===== src/rtl/bus_grant_arbiter.sv =====
// bus_grant_arbiter
//   Round-robin arbiter for the shared 32-bit internal bus. One of 32 drivers
//   is granted at a time. The grant is registered and one-hot, and a matching
//   5-bit select code is provided. There is always one idle cycle (grant = 0)
//   between two grants.
//
// Optional build macro:
//   BUS_ARB_HOLD_LIMIT_EN - when defined, the owner is forced off the bus after
//                           MAX_HOLD consecutive grant cycles.
//
// Ports:
//   clock_i       system clock, rising edge
//   clear_i       synchronous active-high reset
//   arb_en_i      permits new grants; does not affect an existing grant
//   req_i[31:0]   per-driver bus request
//   grant_o[31:0] registered one-hot grant, zero when idle
//   grant_code_o  binary index of the granted driver, zero when idle
//   busy_o        high while a grant is active
//
// state | meaning
// ------+-----------------------------------------------
// IDLE  | no grant; arbitrate when arb_en_i and any req
// OWN   | one driver holds the bus until it releases
module bus_grant_arbiter #(
  parameter int MAX_HOLD = 16,
  parameter int HOLD_W   = 8
) (
  input  logic        clock_i,
  input  logic        clear_i,
  input  logic        arb_en_i,
  input  logic [31:0] req_i,
  output logic [31:0] grant_o,
  output logic [4:0]  grant_code_o,
  output logic        busy_o
);

  localparam logic ST_IDLE = 1'b0;
  localparam logic ST_OWN  = 1'b1;

  if (MAX_HOLD < 1 || MAX_HOLD > 255 || (64'd1 << HOLD_W) <= 64'(MAX_HOLD)) begin : g_bad_param
    $error("bus_grant_arbiter: MAX_HOLD/HOLD_W out of range");
  end

  logic        state_q, state_d;
  logic [31:0] grant_q, grant_d;
  logic [4:0]  code_q, code_d;
  logic [4:0]  rr_ptr_q, rr_ptr_d;

  logic        win_found;
  logic [4:0]  win_idx;
  logic [4:0]  cand;
  logic        release_own;

`ifdef BUS_ARB_HOLD_LIMIT_EN
  logic [HOLD_W-1:0] hold_cnt_q, hold_cnt_d;
  logic              hold_done;
  assign hold_done   = (hold_cnt_q == HOLD_W'(MAX_HOLD - 1));
  assign release_own = ~req_i[code_q] | hold_done;
`else
  assign release_own = ~req_i[code_q];
`endif

  // Search from rr_ptr upward with wrap; scanning the offsets downward lets
  // the smallest offset overwrite the others and win.
  always_comb begin
    win_found = 1'b0;
    win_idx   = '0;
    cand      = '0;
    for (int i = 31; i >= 0; i--) begin
      cand = rr_ptr_q + 5'(i);
      if (req_i[cand]) begin
        win_found = 1'b1;
        win_idx   = cand;
      end
    end
  end

  always_comb begin
    state_d  = state_q;
    grant_d  = grant_q;
    code_d   = code_q;
    rr_ptr_d = rr_ptr_q;
`ifdef BUS_ARB_HOLD_LIMIT_EN
    hold_cnt_d = hold_cnt_q;
`endif
    if (state_q == ST_IDLE) begin
      if (arb_en_i && win_found) begin
        state_d = ST_OWN;
        grant_d = 32'd1 << win_idx;
        code_d  = win_idx;
`ifdef BUS_ARB_HOLD_LIMIT_EN
        hold_cnt_d = '0;
`endif
      end
    end else begin
      if (release_own) begin
        // Returning to IDLE for a cycle guarantees the bus turnaround.
        state_d  = ST_IDLE;
        grant_d  = '0;
        code_d   = '0;
        rr_ptr_d = code_q + 5'd1;
      end
`ifdef BUS_ARB_HOLD_LIMIT_EN
      else if (hold_cnt_q != '1) begin
        hold_cnt_d = hold_cnt_q + 1'b1;
      end
`endif
    end
  end

  always_ff @(posedge clock_i) begin
    if (clear_i) begin
      state_q  <= ST_IDLE;
      grant_q  <= '0;
      code_q   <= '0;
      rr_ptr_q <= '0;
`ifdef BUS_ARB_HOLD_LIMIT_EN
      hold_cnt_q <= '0;
`endif
    end else begin
      state_q  <= state_d;
      grant_q  <= grant_d;
      code_q   <= code_d;
      rr_ptr_q <= rr_ptr_d;
`ifdef BUS_ARB_HOLD_LIMIT_EN
      hold_cnt_q <= hold_cnt_d;
`endif
    end
  end

  assign grant_o      = grant_q;
  assign grant_code_o = code_q;
  assign busy_o       = (state_q == ST_OWN);

endmodule


===== config.mk =====
export PLATFORM = sky130hd
export DESIGN_NAME = bus_grant_arbiter
export DESIGN_NICKNAME = d
export VERILOG_FILES = /design/src/rtl/bus_grant_arbiter.sv
export SDC_FILE = /design/constraint.sdc
export NUM_CORES = 1
export LEC_CHECK = 0
export BUFFER_PORTS_ARGS = -buffer_cell sky130_fd_sc_hd__buf_4
export CAP_MARGIN = 10
export CORE_MARGIN = 10
export CORE_UTILIZATION = 35
export CTS_CLUSTER_DIAMETER = 60
export DETAILED_ROUTE_END_ITERATION = 12
export GPL_TIMING_DRIVEN = 0
export SYNTH_ARGS = -nofsm -noshare
export SYNTH_HDL_FRONTEND = slang
export SYNTH_SLANG_ARGS = --single-unit

===== constraint.sdc =====
create_clock -name clock_i -period 11.1 [get_ports clock_i]
set_input_delay 2.22 -clock clock_i [delete_from_list [all_inputs] [get_ports clock_i]]
set_output_delay 2.22 -clock clock_i [all_outputs]
set_load 0.05 [all_outputs]

==> flow_summary.toml, run 1 <==
[power]
combPwrFrac_pct = 82.6
peakVddDrop_uv = 112
p_int_mw = 0.869
switching_power_mw = 1.15
switching_share_pct = 56.9
power.clock.fraction_pct = 8.4
power_leakage_nw = 3.35
powerDensity_nw_per_um2 = 216
seqPwrFrac_pct = 9.0

[final_layout]
drive_gt1_share_pct = 23.6
layout_common_cells = "nand2_1 (113), mux4_2 (83), buf_4 (80)"
final_common_cell = "nand2_1"
stdcell_count = 1336
areaGrowthSynthToFinish_pct = 13.8
nets = 1070

[setup_path]
required_ns = 11.29
crit_fanout = 11
start_kind = "flip-flop"
critPathCaptureType = "flip-flop"
worstSetupPathType = "flip-flop to flip-flop"
arrival_ns = 7.88

[cts]
cts_max_path_buffers = 2
cts_hold_buf = 0
tritoncts = "built"
clock_sinks = 43
clk_pin_slew_ns = 0.07
cts_root_buf = "clkbuf_16"
cts_buffers = 5
post_cts_buffers = 0
clkLatencyLatePin_ns = 0.28
htree_levels = 2
cts_resized = 0

[place]
dp.cells = 1326
port_buffers = 72
dp_hpwl_um = 29100
place_congestion = 1.05

[synthesis]
syn-mean-instance-area_um2 = 8.75
synth_nets = 987
yosysSeqAreaShare_pct = 10.5
yosysUniqueCellTypes = 88
yosysTopAreaCellShare_pct = 22.8
synth_top_family_by_area = "multiplexers"
synthXorXnorAreaFrac_pct = 4.34
muxShareOfSynthArea_pct = 36.5
ys_ff_latch = 43
synth_edf_count = 0
synth_top_cells_by_area = "mux4_2 (23%), dfxtp_1 (10%), mux2i_1 (8.3%)"
ys_warn_count = 0
synthAdderAreaFrac_pct = 2.13
synth_top_flop_cell = "dfxtp_1"
synth_cells = 938
synth_compound_area_share_pct = 21.6
synth_async_sr_flop_share_pct = 0
syn_area_um2 = 8210
yosys.area.top_type = "mux4_2"
yosys.area_share.simple_pct = 19.0

[global_routing]
overflow = 0
grt_max_degree = 16
grt_pass1_wl_um = 54500
grt_usage_pct = 23.0
antenna_found_initial = 0
grt_pass1_vias = 8404

[floorplanning]
initial_core_util_pct = 35.9
dieHeight_um = 173
ios = 73
die-area_um2 = 30000
num_rows = 55
core_area_um2 = 22800
die_w_um = 173

[timing]
slew_violations = 0
setup_viol = 0
finalHoldViolations = 0
slew_headroom_pct = 17.5
fin_crit_sh_pct = 69.3
rsz0062_at_grt = "false"
fmax_ghz = 0.130
tns_ns = 0
final.setup_skew_ns = 0.00615
period_minus_slack_ns = 7.69
worst_pin_slew_ns = 1.23

[hold_path]
hp-class = "flip-flop to flip-flop"

[routing]
via_per_inst = 6.68
drc = 0
vias = 8924
wl_per_cell_um = 27.2
postRouteAntennaNets = 0
drt_first_iter_violations = 1139
wl_um = 36300
drt_first_pass_iters = 7

[status]
run_status = "completed"

[job]
maxCapViolations = 0
power groups by stage:
stage	logic (mW)	clock network (mW)	registers, mW
after global routing	1.75	0.180	0.182
after global placement	1.60	0	0.184
final	1.67	0.170	0.181
after CTS	1.60	0.171	0.181
after floorplan	1.09	0	0.212
after detailed placement	1.60	0	0.184
stage by stage:
step	power [mW]	hold slack [ns]	setup slack, ns	cell area (um^2)	utilization [%]
after global placement	1.78	0.436	3.87	9140	40.0
after CTS	1.96	0.456	3.85	9330	40.8
after detailed placement	1.78	0.441	3.87	9160	40.1
after floorplan	1.30	0.647	5.55	8210	-
final	2.02	0.455	3.41	9340	40.9
after global routing	2.12	0.494	3.06	9340	40.9
path summary, 6_finish.rpt:
check,from,to,slack [ns],cells after the start
worst max-delay path,rr_ptr_q[1],grant_o[21],3.41,17
worst min-delay path,grant_o[14],grant_o[14],0.46,2
worst max register to register,rr_ptr_q[1],grant_o[21],3.41,17
worst min register to register,grant_o[14],grant_o[14],0.46,2
metal layers:
metal | GRT usage, % | vias up | wire length (um)
li1 | - | 3875 | -
met1 | 31.7 | 4434 | 15300
met2 | 35.2 | 540 | 16100
met3 | 4.07 | 75 | 3410
met4 | 8.48 | 0 | 1500
met5 | 0 | - | 0
cells by family after synthesis:
logic type                 Yosys count
xor gates and xnor gates            39
muxes                              181
buffers and inverters               97
DFF                                 43
and+or+nand+nor                    315
adders and majority gates           14
AOI/OAI and AO/OA                  249
synthesized netlist by cell type, types with 8 or more instances:
library cell,instances
inv_1,22
xnor2_1,31
nor3_1,15
nand2b_1,16
or3_1,10
nand2_1,113
o21ai_0,40
mux2i_1,68
a2111oi_0,8
a21oi_1,36
nand3_1,39
ha_1,14
o22ai_1,12
a211oi_1,18
mux2_2,20
a22oi_1,8
clkbuf_1,33
and2_1,9
mux4_2,83
dfxtp_1,43
o2111ai_1,9
nor2_1,52
nor2b_1,10
o31ai_1,28
buf_2,19
a32o_1,8
a31oi_1,11
state kept, by name, indices dropped and copies added (netlist names):
| signal | cells |
|---|---|
| rr_ptr_q | 5 |
| grant_o | 32 |
| grant_code_o | 5 |
| busy_o | 1 |
cell type report:
class	count	area (um^2)
clock buffer	5	125
multi-input combinational	798	6860
fill	2388	13500
clock inverter	3	46.3
antenna	1	2.50
sequential	43	861
tap	313	392
buffer	71	387
inverter	26	97.6
timing repair buffer	76	568
critical path, stage by stage (launching register included):
cell and delay, ns:
dfxtp_1 0.43, buf_6 0.19, buf_2 0.30, buf_2 0.41
inv_1 0.42, ha_1 0.58, buf_2 0.35, clkbuf_1 0.68
mux4_2 0.50, mux2i_1 0.29, mux2i_1 0.20, mux2i_1 0.82
o211ai_1 0.29, a311o_1 0.42, o41ai_1 0.59, a31oi_1 0.46
nand3b_1 0.39, o31ai_1 0.25
Note: power is estimated with default switching activity, not from simulation.
==> run 2: changes to the inputs <==
Settings changed: ABC_AREA set to 1.
Clock period 11.1 ns to 6.42 ns, I/O delays scaled along.
==> run 2 against run 1 <==
Register-to-register slack got worse by 2.8 ns. Clock skew about the same. Via count decreased by 10%. Cell count increased by 7.0%. Global-route usage decreased by 1.7 points. Die area decreased by 22%. Utilization increased by 0.34 points. Largest cell class unchanged.
==> flow_summary.toml, run 2 <==
[cts]
clk_pin_slew_ns = 0.06
tritoncts = "built"
clkLatencyLatePin_ns = 0.28
cts_root_buf = "clkbuf_16"
clock_sinks = 43
post_cts_buffers = 0
cts_resized = 0
cts_buffers = 5
cts_hold_buf = 0
cts_max_path_buffers = 2
htree_levels = 2

[floorplanning]
initial_core_util_pct = 35.7
ios = 73
die-area_um2 = 23400
dieHeight_um = 153
core_area_um2 = 17400
die_w_um = 153
num_rows = 48

[setup_path]
arrival_ns = 5.98
critPathSlowestCell = "clkbuf_1"
critPathCaptureType = "flip-flop"
start_kind = "flip-flop"
crit_fanout = 15
cp_slowest_stage_delay_ns = 0.51
worstSetupPathType = "flip-flop to flip-flop"
required_ns = 6.63
cpMostUsedCell = "nand2_1"

[timing]
slew_headroom_pct = 43.2
fin_crit_sh_pct = 89.9
tns_ns = 0
fmax_ghz = 0.173
worst_pin_slew_ns = 0.846
setup_viol = 0
period_minus_slack_ns = 5.77
slew_violations = 0
final.setup_skew_ns = 0.00658
finalHoldViolations = 0
rsz0062_at_grt = "false"

[synthesis]
syn_area_um2 = 6200
ys_warn_count = 0
synth_top_flop_cell = "dfxtp_1"
synth_cells = 1127
yosysUniqueCellTypes = 46
synthTopCellsByCount = "nand2_1 (376), nand3_1 (197), a21oi_1 (139), inv_1 (65), nor2_1 (54)"
yosysTopAreaCellShare_pct = 22.8
yosysSeqAreaShare_pct = 13.9
syn-mean-instance-area_um2 = 5.50
synth_top_cells_by_area = "nand2_1 (23%), nand3_1 (16%), dfxtp_1 (14%)"
synth_edf_count = 0
synth_async_sr_flop_share_pct = 0
yosys.area.top_type = "nand2_1"
synth_nets = 1176
yosysMostFrequentCell = "nand2_1"
ys_ff_latch = 43

[routing]
drc = 0
via_per_inst = 5.59
drt_first_pass_iters = 6
drt_first_iter_violations = 1018
postRouteAntennaNets = 0
vias = 7999
wl_um = 26300
wl_per_cell_um = 18.4

[global_routing]
overflow = 0
grt_pass1_vias = 7238
grt_pass1_wl_um = 41000
antenna_found_initial = 0
grt_max_degree = 16
grt_usage_pct = 21.3

[final_layout]
nets = 1253
antennaDiodeCount = 0
largest_reg_flops = 32
final_common_cell = "nand2_1"
postLayoutCoreUtil_pct = 41.2
n_fill_cell = 1921
areaGrowthSynthToFinish_pct = 15.3
regArea_um2 = 861
multi_input_area_um2 = 4720
drive_gt1_share_pct = 14.3
layout_common_cells = "nand2_1 (376), nand3_1 (197), a21oi_1 (139)"

[hold_path]
hp-class = "flip-flop to flip-flop"

[place]
port_buffers = 71
dp_hpwl_um = 21300
place_congestion = 1.03

[job]
maxCapViolations = 0

[status]
run_status = "completed"
-- run 2: cell types whose count changed after synthesis, sizes merged, moves of 16 or more --
cell / previous run / this run
mux2i: 70 / 0
o31ai: 28 / 1
mux4: 90 / 0
inv: 24 / 79
xnor2: 33 / 3
mux2: 21 / 0
nand3: 39 / 201
nand2: 114 / 391
a21oi: 37 / 144
nand2b: 16 / 0
-- run 2: worst paths after layout --
path / from / end / slack [ns] / depth (start not counted)
setup / recovery: rr_ptr_q[2] / grant_o[27] / 0.65 / 39
hold / removal: grant_o[20] / grant_o[20] / 0.47 / 2
setup reg to reg: rr_ptr_q[2] / grant_o[27] / 0.65 / 39
hold reg to reg: grant_o[20] / grant_o[20] / 0.47 / 2
-- run 2: final cells by class --
| cell class | count | area share [%] |
|---|---|---|
| tap | 225 | 3.93 |
| multi-input combinational | 950 | 66.0 |
| clock buffer | 6 | 1.80 |
| sequential | 43 | 12.0 |
| timing repair buffer | 71 | 7.45 |
| clock inverter | 2 | 0.175 |
| inverter | 81 | 4.32 |
| buffer | 52 | 4.30 |
-- run 2: per-layer routing --
metal | GRT usage [%] | up-vias | part of all wire [%]
li1 | - | 3948 | -
met1 | 29.8 | 3592 | 45
met2 | 31.9 | 401 | 43
met3 | 4.26 | 58 | 9.6
met4 | 6.18 | 0 | 2.7
met5 | 0 | - | 0
-- run 2: per-stage QoR --
step	hold slack, ns	area (um^2)	std cells	setup slack (ns)
detailed placement	0.459	7020	1423	0.252
global route	0.479	7160	1430	0.125
CTS	0.470	7160	1431	0.221
finish	0.467	7160	1430	0.652
global placement	0.455	7020	1423	0.239
floorplan	0.688	6200	1127	1.81
-- run 2: cell families (layout without fill, tap and decap cells) --
family	after synthesis	count (layout)	share of synthesized area, %
AND/OR/NAND/NOR	684	684	48.3
adder cells (fa/ha/maj)	14	14	2.82
buffers and inverters	134	212	10.0
AO/OA/AOI/OAI	231	231	20.9
flip-flops	43	43	13.9
XOR/XNOR	21	21	4.11
-- run 2: worst max-delay path, delay by kind of cell, from the launching register on --
family          cells  cell delay [ns]
buf+inv             6             1.65
simple gates       27             2.04
fa+ha+maj           1             0.36
compound gates      5             1.25
flops               1             0.38
Power of run 2 is not shown: default switching activity piles up to over one toggle a cycle in this logic, so the estimate is an artifact.
==> run 3: changes to the inputs <==
Settings changed: ABC_AREA 1 to not set, SETUP_SLACK_MARGIN set to 0.05.
==> run 3 against run 2 <==
Routed wire length increased by 40%. Final area increased by 34%. Critical path type unchanged. Cell count decreased by 6.2%.
==> flow_summary.toml, run 3 (synthesized netlist as in run 1, its figures left out) <==
[global_routing]
overflow = 0
antenna_found_initial = 0
grt_max_degree = 16
grt_pass1_wl_um = 54700
grt_usage_pct = 23.1
grt_pass1_vias = 8452

[routing]
drc = 0
vias = 9054
met3WireLength_um = 3830
top_layer_used = "met4"
wl_met1_um = 15100
drt_first_pass_iters = 7
drt_first_iter_violations = 1137
via_per_inst = 6.75
wl_um = 36700
route.met2.wl_um = 16300
wl_per_cell_um = 27.3
postRouteAntennaNets = 0

[cts]
cts_max_path_buffers = 2
clock_sinks = 43
htree_levels = 2
clkLatencyLatePin_ns = 0.28
tritoncts = "built"
cts_root_buf = "clkbuf_16"
clk_pin_slew_ns = 0.07
cts_hold_buf = 0
cts_buffers = 5

[setup_path]
critPathCaptureType = "flip-flop"
worstSetupPathType = "flip-flop to flip-flop"
critPathSlowestCell = "dfxtp_1"
start_kind = "flip-flop"
arrival_ns = 6.41
crit_fanout = 15
critPathBufInv = 5
cpMostUsedCell = "buf_2"
crit_family = "simple AND/OR/NAND/NOR gates"
cp-startpoint = "rr_ptr_q[2]"
cp_slowest_stage_delay_ns = 0.71
path_cells = "buf_2, inv_1, clkbuf_2, ha_1, xor2_2, mux4_2, mux2_2, buf_2, nand3b_1, or4b_1, nor4_2, a41o_1, buf_2, nor3_1, nor3b_2, a32o_1"
required_ns = 6.60
r2r_start = "rr_ptr_q[2]"

[timing]
slew_violations = 0
final.setup_skew_ns = 0.00774
finalHoldViolations = 0
slew_headroom_pct = 15.8
period_minus_slack_ns = 6.23
worst_slack_ns = 0.190
setup_viol = 0
fmax_ghz = 0.161
fin_crit_sh_pct = 97.0
rsz0062_at_grt = "false"
worst_pin_slew_ns = 1.25

[final_layout]
areaGrowthSynthToFinish_pct = 16.9
n_fill_cell = 2359
drive_gt1_share_pct = 27.3
layout_common_cells = "nand2_1 (113), buf_4 (88), mux4_2 (83)"
antennaDiodeCount = 0
largest_reg_flops = 32
final_common_cell = "nand2_1"
nets = 1077

[floorplanning]
dieHeight_um = 173
num_rows = 55
initial_core_util_pct = 35.9
ios = 73
die_w_um = 173
core_area_um2 = 22800
die-area_um2 = 30000

[place]
dp_hpwl_um = 29100
port_buffers = 72
place_congestion = 1.05
pre_cts_slack_ns = -0.807

[power]
peakVddDrop_uv = 212
powerDensity_nw_per_um2 = 375
power_leakage_nw = 3.43
power_mw = 3.60

[status]
run_status = "completed"

[hold_path]
hp-class = "flip-flop to flip-flop"
min_from = "grant_o[14]"

[job]
maxCapViolations = 0
run 3: worst reg2reg max path, stage by stage, from the launching register on:
cell and delay (ns):
dfxtp_1 0.71, buf_2 0.40, inv_1 0.16, clkbuf_2 0.40, ha_1 0.47, xor2_2 0.57, mux4_2 0.67, mux2_2 0.33
buf_2 0.20, nand3b_1 0.20, or4b_1 0.59, nor4_2 0.35, a41o_1 0.24, buf_2 0.21, nor3_1 0.13, nor3b_2 0.23
a32o_1 0.28
run 3: worst paths after layout:
| kind | depth (start not counted) | to | slack, ns |
|---|---|---|---|
| setup / recovery | 16 | grant_o[11] | 0.19 |
| hold / removal | 2 | grant_o[14] | 0.45 |
| setup reg to reg | 16 | grant_o[11] | 0.19 |
| hold reg to reg | 2 | grant_o[14] | 0.45 |
run 3: per-layer routing:
| layer | vias up | track usage [%] |
|---|---|---|
| met5 | - | 0 |
| met4 | 0 | 8.01 |
| met3 | 75 | 4.55 |
| met2 | 596 | 35.4 |
| met1 | 4504 | 31.7 |
| li1 | 3879 | - |
run 3: layout make-up:
type                            count  area [um^2]  share of cell area [%]
Buffer                             71          405                    4.22
Sequential cell                    43          861                    8.97
Clock buffer                        5          125                    1.30
Timing Repair Buffer               83          621                    6.47
Clock inverter                      3         46.3                   0.482
Multi-Input combinational cell    798         7040                    73.4
Inverter                           26          105                    1.10
Tap cell                          313          392                    4.08
run 3: power by group:
group	total (mW)	internal, mW	leakage, nW	switching (mW)
sequential	0.313	0.288	0.348	0.0250
combinational	3.00	1.09	3.00	1.91
clock	0.294	0.185	0.0804	0.109
total	3.60	1.56	3.43	2.04
run 3: stage by stage:
| step | TNS, ns | utilization, % | cell area, um^2 | hold WS, ns | cells |
|---|---|---|---|---|---|
| 2_1_floorplan | 0 | - | 8210 | 0.647 | 938 |
| 3_3_place_gp | -26.66 | 40.0 | 9140 | 0.436 | 1323 |
| 3_5_place_dp | -26.92 | 40.1 | 9160 | 0.441 | 1326 |
| 4_1_cts | 0 | 41.3 | 9440 | 0.456 | 1337 |
| 5_1_grt | 0 | 42.0 | 9600 | 0.494 | 1342 |
| 6_report | 0 | 42.0 | 9600 | 0.453 | 1342 |
run 3: repair_timing:
item | CTS | global route
setup endpoints to repair | 38 | 37
gates resized for setup | 18 | 32
buffers inserted | 3 | 4
pin swaps | 0 | 1
